`config.mk`:
```
export PLATFORM = sky130hd
export DESIGN_NAME = inst_fetch_queue
export DESIGN_NICKNAME = d
export VERILOG_FILES = /design/src/rtl/inst_fetch_queue_pkg.sv /design/src/rtl/inst_fetch_queue_iq_storage.sv /design/src/rtl/inst_fetch_queue.sv
export SDC_FILE = /design/constraint.sdc
export NUM_CORES = 1
export LEC_CHECK = 0
export ABC_CLOCK_PERIOD_IN_PS = 3290
export BUFFER_PORTS_ARGS = -buffer_cell sky130_fd_sc_hd__buf_2
export CAP_MARGIN = 20
export CORE_AREA = 2 2 164 166
export DETAILED_ROUTE_END_ITERATION = 10
export DIE_AREA = 0 0 166 168
export SETUP_SLACK_MARGIN = 0.2
export SYNTH_ARGS = -nofsm -noshare
export SYNTH_HDL_FRONTEND = slang
export SYNTH_SLANG_ARGS = --single-unit
```
`constraint.sdc`:
```
create_clock -name clk -period 3.29 [get_ports clk]
set_input_delay 0.4935 -clock clk [delete_from_list [all_inputs] [get_ports clk]]
set_output_delay 0.4935 -clock clk [all_outputs]
set_load 0.05 [all_outputs]
```
`src/rtl/inst_fetch_queue_pkg.sv`:
```
// Shared constants for the instruction fetch queue: default depth, NOP encoding
// and the packed entry layout {pc, instr, except, dslot}.
package inst_fetch_queue_pkg;

    localparam int          IQ_DEPTH  = 4;
    localparam int          PC_W      = 32;
    localparam logic [31:0] NOP_INSTR = 32'h0;

    function automatic int iq_entry_w(input int data_w, input int exc_w);
        return PC_W + data_w + exc_w + 1;
    endfunction

endpackage

```
`src/rtl/inst_fetch_queue_iq_storage.sv`:
```
// Entry storage for the fetch queue: synchronous write, asynchronous read.
module iq_storage #(
    parameter int DEPTH = 4,
    parameter int WIDTH = 73,
    parameter int AW    = $clog2(DEPTH)
) (
    input  logic             clk,
    input  logic             we_i,
    input  logic [AW-1:0]    waddr_i,
    input  logic [WIDTH-1:0] wdata_i,
    input  logic [AW-1:0]    raddr_i,
    output logic [WIDTH-1:0] rdata_o
);

    logic [WIDTH-1:0] mem_q [DEPTH];

    always_ff @(posedge clk) begin
        if (we_i) begin
            mem_q[waddr_i] <= wdata_i;
        end
    end

    assign rdata_o = mem_q[raddr_i];

endmodule

```
`src/rtl/inst_fetch_queue.sv`:
```
// First-word-fall-through instruction queue between IF and the if2id register,
// with synchronous flush and an optional empty-queue same-cycle bypass.
module inst_fetch_queue
    import inst_fetch_queue_pkg::*;
#(
    parameter int DEPTH     = IQ_DEPTH,
    parameter int DATA_W    = 32,
    parameter int EXC_W     = 8,
    parameter int AF_MARGIN = 1,
    parameter int BYPASS    = 0
) (
    input  logic                       clk,
    input  logic                       rst,
    input  logic                       flush_i,
    input  logic                       push_valid_i,
    output logic                       push_ready_o,
    input  logic [31:0]                push_pc_i,
    input  logic [DATA_W-1:0]          push_instr_i,
    input  logic [EXC_W-1:0]           push_except_i,
    input  logic                       push_dslot_i,
    input  logic                       pop_ready_i,
    output logic                       pop_valid_o,
    output logic [31:0]                pop_pc_o,
    output logic [DATA_W-1:0]          pop_instr_o,
    output logic [EXC_W-1:0]           pop_except_o,
    output logic                       pop_dslot_o,
    output logic [$clog2(DEPTH+1)-1:0] count_o,
    output logic                       almost_full_o
);

    localparam int AW = $clog2(DEPTH);
    localparam int CW = $clog2(DEPTH+1);
    localparam int EW = iq_entry_w(DATA_W, EXC_W);
    localparam logic [EW-1:0] IDLE_ENTRY = {PC_W'(0), DATA_W'(NOP_INSTR), EXC_W'(0), 1'b0};

    logic [AW-1:0] rd_ptr_q, rd_ptr_d;
    logic [AW-1:0] wr_ptr_q, wr_ptr_d;
    logic [CW-1:0] count_q, count_d;
    logic [EW-1:0] wdata, rdata, head;
    logic          empty, full, bypass, push_we, pop_fire;

    function automatic logic [AW-1:0] ptr_inc(input logic [AW-1:0] p);
        return (p == AW'(DEPTH-1)) ? '0 : p + 1'b1;
    endfunction

    assign empty  = (count_q == '0);
    assign full   = (count_q == CW'(DEPTH));
    assign bypass = (BYPASS != 0) && empty && push_valid_i && pop_ready_i && !flush_i;

    // A bypassed entry is consumed straight from the inputs and never stored.
    assign push_we  = push_valid_i && !full && !flush_i && !bypass;
    assign pop_fire = pop_ready_i && !empty && !flush_i;

    assign push_ready_o  = !full;
    assign count_o       = count_q;
    assign almost_full_o = (int'(count_q) >= DEPTH - AF_MARGIN);
    assign pop_valid_o   = !flush_i && (!empty || bypass);

    assign wdata = {push_pc_i, push_instr_i, push_except_i, push_dslot_i};
    assign head  = !pop_valid_o ? IDLE_ENTRY : (bypass ? wdata : rdata);

    assign pop_pc_o     = head[EW-1 -: 32];
    assign pop_instr_o  = head[DATA_W+EXC_W -: DATA_W];
    assign pop_except_o = head[EXC_W:1];
    assign pop_dslot_o  = head[0];

    always_comb begin
        rd_ptr_d = rd_ptr_q;
        wr_ptr_d = wr_ptr_q;
        count_d  = count_q;
        if (flush_i) begin
            rd_ptr_d = '0;
            wr_ptr_d = '0;
            count_d  = '0;
        end else begin
            if (push_we)  wr_ptr_d = ptr_inc(wr_ptr_q);
            if (pop_fire) rd_ptr_d = ptr_inc(rd_ptr_q);
            if (push_we && !pop_fire)      count_d = count_q + 1'b1;
            else if (pop_fire && !push_we) count_d = count_q - 1'b1;
        end
    end

    always_ff @(posedge clk) begin
        if (rst) begin
            rd_ptr_q <= '0;
            wr_ptr_q <= '0;
            count_q  <= '0;
        end else begin
            rd_ptr_q <= rd_ptr_d;
            wr_ptr_q <= wr_ptr_d;
            count_q  <= count_d;
        end
    end

    iq_storage #(
        .DEPTH (DEPTH),
        .WIDTH (EW),
        .AW    (AW)
    ) u_storage (
        .clk     (clk),
        .we_i    (push_we),
        .waddr_i (wr_ptr_q),
        .wdata_i (wdata),
        .raddr_i (rd_ptr_q),
        .rdata_o (rdata)
    );

endmodule

```
### Word level (Yosys, flattened, before mapping)

Memories as Yosys holds them, arrays and structs flattened. A register that Yosys moved wholly into a read port is not among the register bits.
Index checks and enable logic that the tools add are counted.

| cells by class | value |
|---|---|
| bitwise logic cells | 0 |
| shift operators | 0 |
| muxes and demuxes | 9 |
| div/mod/pow operators | 0 |
| eq/ne operators | 3 |
| multiply operators | 0 |
| order comparisons | 1 |
| reduce and logical (&&, ||, !) cells | 15 |
| add/sub/neg operators | 4 |

Operators by type and width:

| operator | count |
|---|---|
| 2-to-1 mux 73 bit | 1 |
| 2-to-1 mux 2 bit | 4 |
| logical AND 1 bit | 7 |
| 2-to-1 mux 3 bit | 2 |
| zero test 1 bit | 5 |
| adder 2 x 1 -> 2 bit, second input constant | 2 |
| equality test 2 bit, second input constant | 2 |
| adder 3 x 1 -> 3 bit, second input constant | 1 |
| equality test 3 bit, second input constant | 1 |
| greater-or-equal comparator 3 x 2 -> 1 bit, second input constant | 1 |
| zero test 3 bit | 1 |
| subtractor 3 x 1 -> 3 bit, second input constant | 1 |
| 2-to-1 mux 1 bit | 2 |
| nonzero test 2 bit | 1 |
| OR reduction 2 bit | 1 |

| storage, ports and cells | value |
|---|---|
| memories | 1 |
| input bits | 78 |
| latch bits | 0 |
| bits in registers | 7 |
| RAM bits | 292 |
| word-level logic and storage cells | 36 |
| bits in read-only memories | 0 |

Memory list:

| memory | depth | width | rd ports | clocked after memory_dff | wr ports | RTL line | source |
|---|---|---|---|---|---|---|---|
| u_storage.mem_q | 4 | 73 | 1 | 1 | 1 | inst_fetch_queue_iq_storage.sv:15 | `logic [WIDTH-1:0] mem_q [DEPTH];` |

### Longest topological paths before layout

Gate-level depths: netlist of run 1.

| logic depth | value |
|---|---|
| depth in word-level cells | 8 |
| gate-level depth with buffers | 8 |

### Cells and area by module

From an unflattened synthesis of run 1, not the netlist that was laid out.

| second synthesis, totals | value |
|---|---|
| cell total of the unflattened synthesis | 508 |
| area, all modules | 11632.4 um^2 |

Modules (own cells, without submodules):

| module | seq. area each (um^2) | area an instance (um^2) | cells an instance | instances |
|---|---|---|---|---|
| iq_storage | 8768.4 | 10639.0 | 385 | 1 |
| inst_fetch_queue | 140.1 | 993.5 | 123 | 1 |

### Worst setup path after synthesis of run 1

No wires, ideal clock.

| timing path | value |
|---|---|
| kind | flip-flop to flip-flop |
| from | reg count_q[0], in the netlist count_o[0] |
| to | mem u_storage.mem_q[0][0], enable pin |
| clock period less this slack | 3696 ps |
| data required time | 2851 ps |
| path buffers | 0 |
| setup time | 439 ps |
| arrival | 3256 ps |
| slack | -406 ps |
| stages on the path, launching flop included | 4 |
| cells stage by stage | dfxtp_1 > or3b_1 > and3b_1 > and2_1 |

| on the way | value |
|---|---|
| cells in the longest elaborated chain, start to end | 6 |

RTL lines:

| item | RTL line | source |
|---|---|---|
| start: declaration | inst_fetch_queue.sv:38 | `logic [CW-1:0] count_q, count_d;` |
| start signal: assignment | inst_fetch_queue.sv:91 | `count_q <= count_d;` |
| equality test 3 bit | inst_fetch_queue.sv:47 | `assign full = (count_q == CW'(DEPTH));` |
| zero test 1 bit | -- |  |
| via push_ready_o | inst_fetch_queue.sv:16 | `output logic push_ready_o,` |
| logical AND 1 bit (2 in a row) | inst_fetch_queue.sv:51 | `assign push_we = push_valid_i && !full && !flush_i && !bypass;` |
| via push_we | inst_fetch_queue.sv:40 | `logic empty, full, bypass, push_we, pop_fire;` |
| 2-to-1 mux 1 bit | inst_fetch_queue_iq_storage.sv:18 | `if (we_i) begin` |
| 2-to-1 mux 1 bit (implied by the code) | inst_fetch_queue_iq_storage.sv:19 | `mem_q[waddr_i] <= wdata_i;` |
| end: declaration | inst_fetch_queue_iq_storage.sv:15 |  |

The timed path passes the listed nets, and every way through them passes these cells.

==> results by stage, run 1 <==
Status:
- The flow ran to the end, and the final reports show no timing, DRC or antenna violations.

STA:
- The final setup slack of the worst path is 0.4766 ns.
- The final number of max-transition violations is 0.
- The routed design could run at a clock period as short as 2.813 ns.
- The count of final setup violators is 0.
- The number of failing hold endpoints at the final stage came to 0.
- The worst slew slack as a fraction of its limit is 0.5888.
- The transition time of the tightest slew-check pin is 0.6167 ns.
- Setup repair after global routing left no endpoint under its margin.
- The final cycle utilization of the critical path is 0.8551.
- The sum of negative setup slack is 0 ns.
- Clock skew on the completed layout was measured at 0.009508 ns.
- The highest attainable clock frequency is 355.4 MHz.
- The tightest hold path in the finished design has a slack of 0.1647 ns.

Finish:
- Fill cells in the final layout number 2131.
- The area added between synthesis and finish is 17.91%.
- The number of nets in the layout is 779.
- The ratio of cells with drive above 1 in the final layout is 0.4062.
- The post-layout utilization of the core is 0.5212.

Hold path:
- The path with the worst hold slack has its endpoint at count_o[1].
- The cell count of the worst hold path is 2.
- The worst hold path begins at rst.
- The classification of the worst-slack hold path is primary input to flip-flop.

CTS:
- The clock tree buffer depth is 3.
- The root buffer cell chosen for the clock tree is clkbuf_16.
- Hold repair after CTS inserted 0 buffers.
- CTS built an H-tree with a depth of 1.
- At the later pin of the worst-skew pair, clock insertion delay measures 0.54 ns.
- TritonCTS built the clock tree.
- Counting every sink on the clock net gives 301.
- Post-CTS repair changed the size of 0 cells.
- In this run, CTS created clock tree buffers numbering 31.
- The clock-pin slew on the worst setup and hold paths is 0.06 ns.

Routing:
- After detailed routing, the number of vias per cell comes to 5.169.
- The remaining antenna violation count is 0.
- The average routed wire per standard cell is 20.88 µm.
- The first-pass detailed-route iteration total is 6.
- After detailed routing, the number of remaining DRC violations is 0.
- For this block, the routed nets add up to 22070 µm of wire.
- The total number of vias is 5464.
- The detailed router's first-iteration violation count is 287.

Floorplanning:
- The floorplan core area is 26350 µm².
- The count of standard-cell rows is 60.
- The die covers 27890 µm².
- The die width is 166 µm.
- During I/O placement, the number of pins put on the boundary was 157.
- For this configuration, the core starts out at a cell density of 0.4420.
- The die extent in y is 168 µm.

Yosys:
- In this run, synthesis produced a sequential element count of 301.
- The mean cell area of the mapped netlist is 22.62 µm².
- The number of cells produced by synthesis is 515.
- For this run, the register share of the synthesized area comes to 0.7683.
- For this run, the number of Yosys warnings is 0.
- In this run the cell area of the synthesized design comes to 11650 µm².
- Synthesis produced a netlist with a net count of 600.
- After synthesis, the netlist uses 24 different library cells.

Flow run:
- The count of max-cap constraint violations is 0.

Critical path:
- Counting cells, the worst reg-to-reg path comes to 8.
- The worst-case register-to-register setup slack is 0.82 ns.
- Among all stages on the critical path, the largest delay is contributed by dfxtp_4.
- The startpoint identified for the worst register-to-register timing path is count_o[0].
- The worst setup path is launched from a flip-flop.
- The data arrival time at the worst-slack endpoint is 2.32 ns.
- The highest fanout seen on the critical path is 27.
- The delay of the slowest critical-path stage is 0.55 ns.
- The endpoint of the worst register-to-register path is count_o[2].
- The worst setup path is captured at an output port.
- The critical path goes through buf_12 -> mux4_2 -> and2_1 -> buf_2.
- The kind of critical path is flip-flop to output port.
- The required time at the worst-slack endpoint is 2.80 ns.

Power and ir drop:
- Dividing total power by cell area gives a power density of 578.2 nW/µm².
- The leakage dissipation is 4.762 nW.
- The completed layout was analyzed and its total power is 7.940 mW.
- IR analysis of the VDD net gives a maximum drop of 0.0004099 V.

Global route:
- The wire length of the first global-routing pass is 33840 µm.
- The via count of the first global-routing pass came to 6095.
- The overall overflow remaining after global route is 0.
- In the global route stage, overall resource usage came out at 0.1567.
- The initial antenna violation count is 4.
- The pin count of the biggest net entering global routing is 75.

Placement:
- The wire-length estimate of the detail-placed layout is 13000 µm.
- At the placement stage, the worst setup path has a slack of 0.8255 ns.
- The weighted congestion reported at the end of routability-driven placement is 0.7131.
- The number of port buffers is 156.
==> kinds of logic (layout without fill, tap and decap cells) <==
logic type | count (synthesis) | in the layout | synth area share
DFF | 301 | 301 | 0.7683
and+or+nand+nor | 97 | 97 | 0.05049
muxes | 78 | 78 | 0.1455
buffers and inverters | 27 | 226 | 0.02438
adders and majority gates | 7 | 7 | 0.008164
AOI/OAI and AO/OA | 3 | 3 | 0.001719
xor gates and xnor gates | 2 | 2 | 0.001504
other | 0 | 2 | 0
==> synth_stat cells, drive strengths merged <==
| cell | instances | area share |
|---|---|---|
| or3 | 2 | 0.0011 |
| edfxtp | 292 | 0.75 |
| o21ai | 1 | 0.00043 |
| fa | 1 | 0.0017 |
| nand2 | 9 | 0.0029 |
| mux4 | 73 | 0.14 |
| nor3 | 2 | 0.00086 |
| or3b | 1 | 0.00075 |
| nand3b | 1 | 0.00064 |
| a21o | 1 | 0.00064 |
| a21boi | 1 | 0.00064 |
| and3b | 1 | 0.00075 |
| clkbuf | 2 | 0.00064 |
| buf | 22 | 0.023 |
| mux2i | 5 | 0.0043 |
| xor2 | 2 | 0.0015 |
| dfxtp | 9 | 0.015 |
| ha | 6 | 0.0064 |
| and2 | 77 | 0.041 |
| nor2 | 3 | 0.00097 |
| nor2b | 1 | 0.0012 |
| inv | 3 | 0.00097 |
==> layer usage <==
layer	part of all wire	GRT usage	routed length [µm]	up-vias
li1	-	-	-	2436
met1	0.42	0.1970	9305	2858
met2	0.51	0.2787	11330	130
met3	0.047	0.03315	1046	36
met4	0.017	0.04045	371	4
met5	0.0011	0	24	-
==> how the worst max path moves through the flow <==
stage / from / to / depth (start not counted)
global route: flip-flop / pop_instr_o[27] / 4
detailed placement: flip-flop / pop_instr_o[26] / 4
finish: flip-flop / pop_instr_o[13] / 4
floorplan: count_o[0] / u_storage.mem_q[0][0] / 3
global placement: flip-flop / pop_instr_o[13] / 4
CTS: flip-flop / pop_instr_o[13] / 4
==> final cells by class <==
type,instances,area [µm²],share of cell area
diodes,2,5.005,0.0003644
clock buffers,47,885.9,0.06450
clock inverters,6,30.03,0.002187
inverters,3,11.26,0.0008200
multi-input cells,187,2425,0.1766
flip-flops and latches,301,8956,0.6521
well taps,341,426.7,0.03107
repair buffers,170,993.5,0.07234
==> what timing repair did <==
item | CTS | global route
setup endpoints to repair | 0 | 23
buffers inserted | 0 | 1
endpoints found under the hold margin | 0 | 0
==> flip-flops by register name (all words and copies together), names as in the netlist, named ones only <==
register and count:
u_storage.mem_q 292, count_o 3, rd_ptr_q 2, wr_ptr_q 2
==> critical path: cells and delay by family, from the launching register on <==
family / cells / cell delay [ns]
simple gates: 1 / 0.18
mux: 1 / 0.53
flops: 1 / 0.55
buf+inv: 2 / 0.50
==> through the flow <==
| step | instance area (µm²) | instances |
|---|---|---|
| final | 13730 | 1057 |
| after global routing | 13730 | 1056 |
| after CTS | 13700 | 1054 |
| after detailed placement | 12780 | 1001 |
| after global placement | 12780 | 1001 |
| after floorplan | 11650 | 515 |
==> cell usage in the layout (no fill, tap or decap) <==
cell type	Yosys	layout
clkinvlp_4	0	1
or3b_1	1	1
nor3_1	2	2
buf_16	0	1
clkbuf_16	0	31
inv_1	3	3
or3_1	2	2
xor2_1	2	2
o21ai_0	1	1
ha_1	6	6
clkinv_1	0	2
and3b_1	1	1
mux4_2	73	73
buf_2	7	156
clkbuf_1	2	11
clkbuf_8	0	5
dfxtp_1	9	7
diode_2	0	2
a21o_1	1	1
nor2b_4	1	1
a21boi_0	1	1
clkinv_2	0	3
nor2_1	3	3
and2_4	0	4
nand2_1	9	9
buf_4	0	6
buf_12	7	7
dfxtp_4	0	2
mux2i_1	5	5
and2_1	77	73
edfxtp_1	292	292
nand3b_1	1	1
fa_1	1	1
==> report_power, final <==
part / switching [mW] / internal [mW] / leakage, nW
registers: 0.0205 / 4.28 / 2.73
logic: 0.326 / 0.162 / 1.59
clock network: 1.32 / 1.83 / 0.446
total: 1.67 / 6.27 / 4.76
(Power assumes the default switching activity.)
==> inputs of run 2 (changes only) <==
- ABC_AREA: unset -> 1
- CORE_AREA: 2 2 164 166 -> 2 2 166 168
- DIE_AREA: 0 0 166 168 -> 0 0 168 170
- HOLD_SLACK_MARGIN: unset -> 0.05
==> run 2 against run 1 <==
Effect of this change: non-clock buffer count rose by 6; combinational power rose by 8.2%; global-route usage rose by 1.9 points; clock skew rose by 0.0018 ns; largest power group unchanged; sequential cell count did not move; maximum frequency fell by 4.1%; hold slack got worse by 0.0057 ns; sequential power barely moved; highest routed layer unchanged; clock power rose by 12%; critical path type unchanged; die area rose by 2.4%; clock-buffer cell count fell by 10; critical path depth rose by 2.
==> results by stage, run 2 <==
Status:
- Result of the run: finished clean (unchanged).

CTS:
- The clock sink count is 301 (unchanged).
- The buffer cell driving the clock tree root is clkbuf_16 (unchanged).
- The number of buffers added by the clock tree synthesis step is 30 (was 31).
- The hold buffer count at cts is 0 (unchanged).
- The TritonCTS clock tree is done (unchanged).
- The clock-pin slew on the worst setup and hold paths is 0.06 ns (about the same).
- The clock tree buffer depth is 3 (unchanged).
- The H-tree level count is 1 (unchanged).
- The clock latency of the later-clocked register in the worst-skew pair came to 0.55 ns (was 0.54 ns).

Routing:
- The total number of vias is 7314 (was 5464).
- The average routed wire per standard cell was 17.34 µm (was 20.88 µm).
- The remaining antenna violation count is 0 (unchanged).
- The DRC violation count after routing is 0 (unchanged).
- The total detailed-routing wirelength is 25260 µm (was 22070 µm).
- The detailed router's first-iteration violation count is 416 (was 287).
- The first-pass detailed-route iteration total is 4 (was 6).
- The via count normalized by instance count was 5.020 (was 5.169).

STA:
- The clock period minus worst slack is 2.933 ns (was 2.813 ns).
- The highest attainable clock frequency is 341.0 MHz (was 355.4 MHz).
- The worst slew slack as a fraction of its limit came to 0.5298 (was 0.5888).
- The transition time of the tightest slew-check pin came to 0.7053 ns (was 0.6167 ns).
- The final cycle utilization of the critical path came to 0.8914 (was 0.8551).
- The number of failing hold endpoints at the final stage is 0 (unchanged).
- The count of final setup violators is 0 (unchanged).
- Unrepaired setup endpoints after global routing: false (unchanged).
- The final number of max-transition violations is 0 (unchanged).
- The sum of negative setup slack is 0 ns (unchanged).
- The maximum clock skew at final layout came to 0.01134 ns (was 0.009508 ns).

Power and ir drop:
- The combinational group share of total power is 0.063 (was 0.061).
- The share of power burned in the clock network is 0.421 (was 0.397).
- The internal power came to 6.601 mW (was 6.271 mW).
- The largest vdd supply drop is 0.0004793 V (was 0.0004099 V).
- The total power divided by cell area is 596.9 nW/µm² (was 578.2 nW/µm²).
- The proportion of power drawn by flip-flops and latches was 0.515 (was 0.541).
- The share of total power consumed by net switching came to 0.2107 (was 0.2102).
- The leakage dissipation is 5.180 nW (was 4.762 nW).
- The overall power after layout is 8.364 mW (was 7.940 mW).
- The total net switching power is 1.762 mW (was 1.669 mW).

Critical path:
- The required time at the worst-slack endpoint is 2.80 ns (about the same).
- CP Cell Sequence: inv_2 -> buf_12 -> nor2_1 -> o21ai_0 -> a21oi_1 -> buf_2 (was buf_12 -> mux4_2 -> and2_1 -> buf_2).
- The highest fanout seen on the critical path came to 35 (was 27).
- The critical path endpoint category is an output port (unchanged).
- The gate family responsible for the most delay along the worst path is buffers and inverters (was flip-flops).
- The kind of start point of the critical path is a flip-flop (unchanged).
- The delay of the slowest critical-path stage was 0.60 ns (was 0.55 ns).
- The kind of critical path was flip-flop to output port (unchanged).
- The data arrival time at the worst-slack endpoint is 2.44 ns (was 2.32 ns).
- The buffer and inverter count on the worst path is 3 (was 2).
- The cell with the largest stage delay on the worst path is dfxtp_4 (unchanged).

Yosys:
- The biggest area consumer among synthesized cells is edfxtp_1 (unchanged).
- The most frequently used cell type in the post-synthesis netlist is nor2_1 (was edfxtp_1).
- The adder-cell area share of the yosys netlist is 0.008045 (was 0.008164).
- The post-synthesis share of cell area spent on xor and xnor gates is 0 (was 0.001504).
- The mux cell area share after synthesis is 0 (was 0.1455).
- The area fraction in and, or, nand and nor cells after synthesis came to 0.1054 (was 0.05049).
- The post-synthesis async set-or-reset flop share is 0 (unchanged).
- Most frequent cells after synthesis: nor2_1 (310), edfxtp_1 (292), o21ai_0 (134) (was edfxtp_1 (292), and2_1 (77), mux4_2 (73)).
- The number of nets produced by synthesis is 1019 (was 600).
- The mean cell area of the mapped netlist was 12.66 µm² (was 22.62 µm²).
- The number of warnings issued by yosys was 0 (unchanged).
- The area share of the leading cell type in the synthesized netlist is 0.7418 (was 0.7528).
- The combinational family with the most area after synthesis is simple AND/OR/NAND/NOR gates (was multiplexers).
- The flip-flop cell with the highest count after synthesis is edfxtp_1 (unchanged).
- The number of cells produced by synthesis is 934 (was 515).
- The number of flops mapped to enable cells by yosys is 292 (unchanged).
- Leading cell types by total area after synthesis: edfxtp_1 (74%), nor2_1 (9.8%), o21ai_0 (5.7%) (was edfxtp_1 (75%), mux4_2 (14%), and2_1 (4.1%)).
- The synthesized area came to 11820 µm² (was 11650 µm²).
- The synthesized flop and latch total was 301 (unchanged).
- The share of the synthesized area in compound gates (AO/OA/AOI/OAI) is 0.09442 (was 0.001719).
- The distinct cell type count after synthesis is 18 (was 24).
- The post-synthesis sequential area ratio was 0.7571 (was 0.7683).

Global route:
- The overall fraction of global-route tracks in use is 0.1756 (was 0.1567).
- The overall overflow remaining after global route is 0 (unchanged).
- The via count of the first global-routing pass was 7304 (was 6095).
- The initial antenna violation count is 5 (was 4).
- The wire length of the first global-routing pass is 39040 µm (was 33840 µm).
- The pin count of the biggest net entering global routing came to 81 (was 75).

Placement:
- The sum of net half-perimeters after detailed placement is 14150 µm (was 13000 µm).
- The number of port buffers is 156 (unchanged).
- The weighted congestion reported at the end of routability-driven placement is 0.6987 (was 0.7131).

Finish:
- The area used by sequential logic in the layout is 8959 µm² (was 8956 µm²).
- The area added between synthesis and finish came to 18.53% (was 17.91%).
- The leading cell type in the layout, fill and taps excluded is nor2_1 (was edfxtp_1).
- The total area of multi-input combinational cells came to 2495 µm² (was 2425 µm²).
- The register ranked first by flip-flop count was u_storage.mem_q (unchanged).
- The number of flip-flops under the largest register name is 292 (unchanged).
- Commonest cells after routing, fill and taps aside: nor2_1 (306), edfxtp_1 (292), buf_2 (156) (was edfxtp_1 (292), buf_2 (156), mux4_2 (73), and2_1 (73), clkbuf_16 (31)).
- The count of fill cells added during filler insertion was 2231 (was 2131).
- The number of nets in the layout is 1172 (was 779).
- The post-layout utilization of the core came to 0.5257 (was 0.5212).
- The ratio of cells with drive above 1 in the final layout was 0.2090 (was 0.4062).

Floorplanning:
- The I/O pin count is 157 (unchanged).
- The die width came to 168 µm (was 166 µm).
- The floorplan core area was 26650 µm² (was 26350 µm²).
- The die extent in y is 170 µm (was 168 µm).
- The initial cell density of the core is 0.4435 (was 0.4420).
- The count of standard-cell rows is 60 (unchanged).
- The area of the die is 28560 µm² (was 27890 µm²).

Flow run:
- The count of max-cap constraint violations was 0 (unchanged).

Hold path:
- The classification of the worst-slack hold path was primary input to flip-flop (unchanged).
## run 2: metrics by stage
step           hold slack (ns)  std cells  area (µm²)  worst slack [ns]
2_1_floorplan           0.5013        934       11860            0.3368
3_3_place_gp            0.4873       1395       12930            0.8431
3_5_place_dp            0.5004       1395       12930            0.8594
4_1_cts                 0.1417       1450       13970            0.2770
5_1_grt                 0.1389       1453       14000            0.2016
6_report                0.1590       1457       14010            0.3572
## run 2: power by group through the flow
stage | clock [mW] | combinational (mW) | sequential (mW)
after floorplan | 0 | 0.339 | 4.39
after global placement | 0 | 0.525 | 4.39
after detailed placement | 0 | 0.532 | 4.39
after CTS | 3.60 | 0.534 | 4.31
after global routing | 3.76 | 0.581 | 4.31
final | 3.52 | 0.528 | 4.31
## run 2: layer usage
metal	up-vias	track usage	wire length, µm
li1	3611	-	-
met1	3502	0.2277	11110
met2	169	0.3069	12440
met3	30	0.03558	1394
met4	2	0.03970	311
met5	-	0	13
## run 2: logic make-up (layout without fill, tap and decap cells)
group / Yosys count / after routing
buffers and inverters: 72 / 248
AOI/OAI and AO/OA: 223 / 223
and+or+nand+nor: 331 / 331
DFF: 301 / 301
other: 0 / 6
adders and majority gates: 7 / 7
## run 2: path summary, 6_finish.rpt
path               startpoint                      to  slack (ns)  depth (start not counted)
min reg2reg        count_o[0]              count_o[0]        0.51                          1
max reg2reg        count_o[0]              count_o[2]        1.28                         13
max                 flip-flop         pop_except_o[7]        0.36                          6
min          push_instr_i[28]  u_storage.mem_q[0][37]        0.16                          1
## run 2: worst register-to-register path, cell delays in order, from the launching register on
cell and delay (ns):
dfxtp_2 0.39, nor2_1 0.08, nand2_1 0.10, nand3_2 0.23, inv_1 0.13, ha_1 0.18, inv_1 0.07, fa_1 0.38
inv_1 0.07, nand2_1 0.05, nand3_1 0.10, nand2_1 0.06, nand2_1 0.05, nor2_1 0.03
## run 2: cell type report
cell class / instances / share of cell area
antenna: 6 / 0.001072
clock inverter: 18 / 0.01697
inverter: 17 / 0.004733
timing repair buffer: 176 / 0.07233
multi-input combinational: 561 / 0.1781
tap: 341 / 0.03045
sequential: 301 / 0.6394
clock buffer: 37 / 0.05697
## run 2: what timing repair did
action                                  in CTS  in global routing
endpoints found under the setup margin       0                 10
hold endpoints to repair                     0                  0
setup buffers                                0                  1
resized for setup                            0                  0
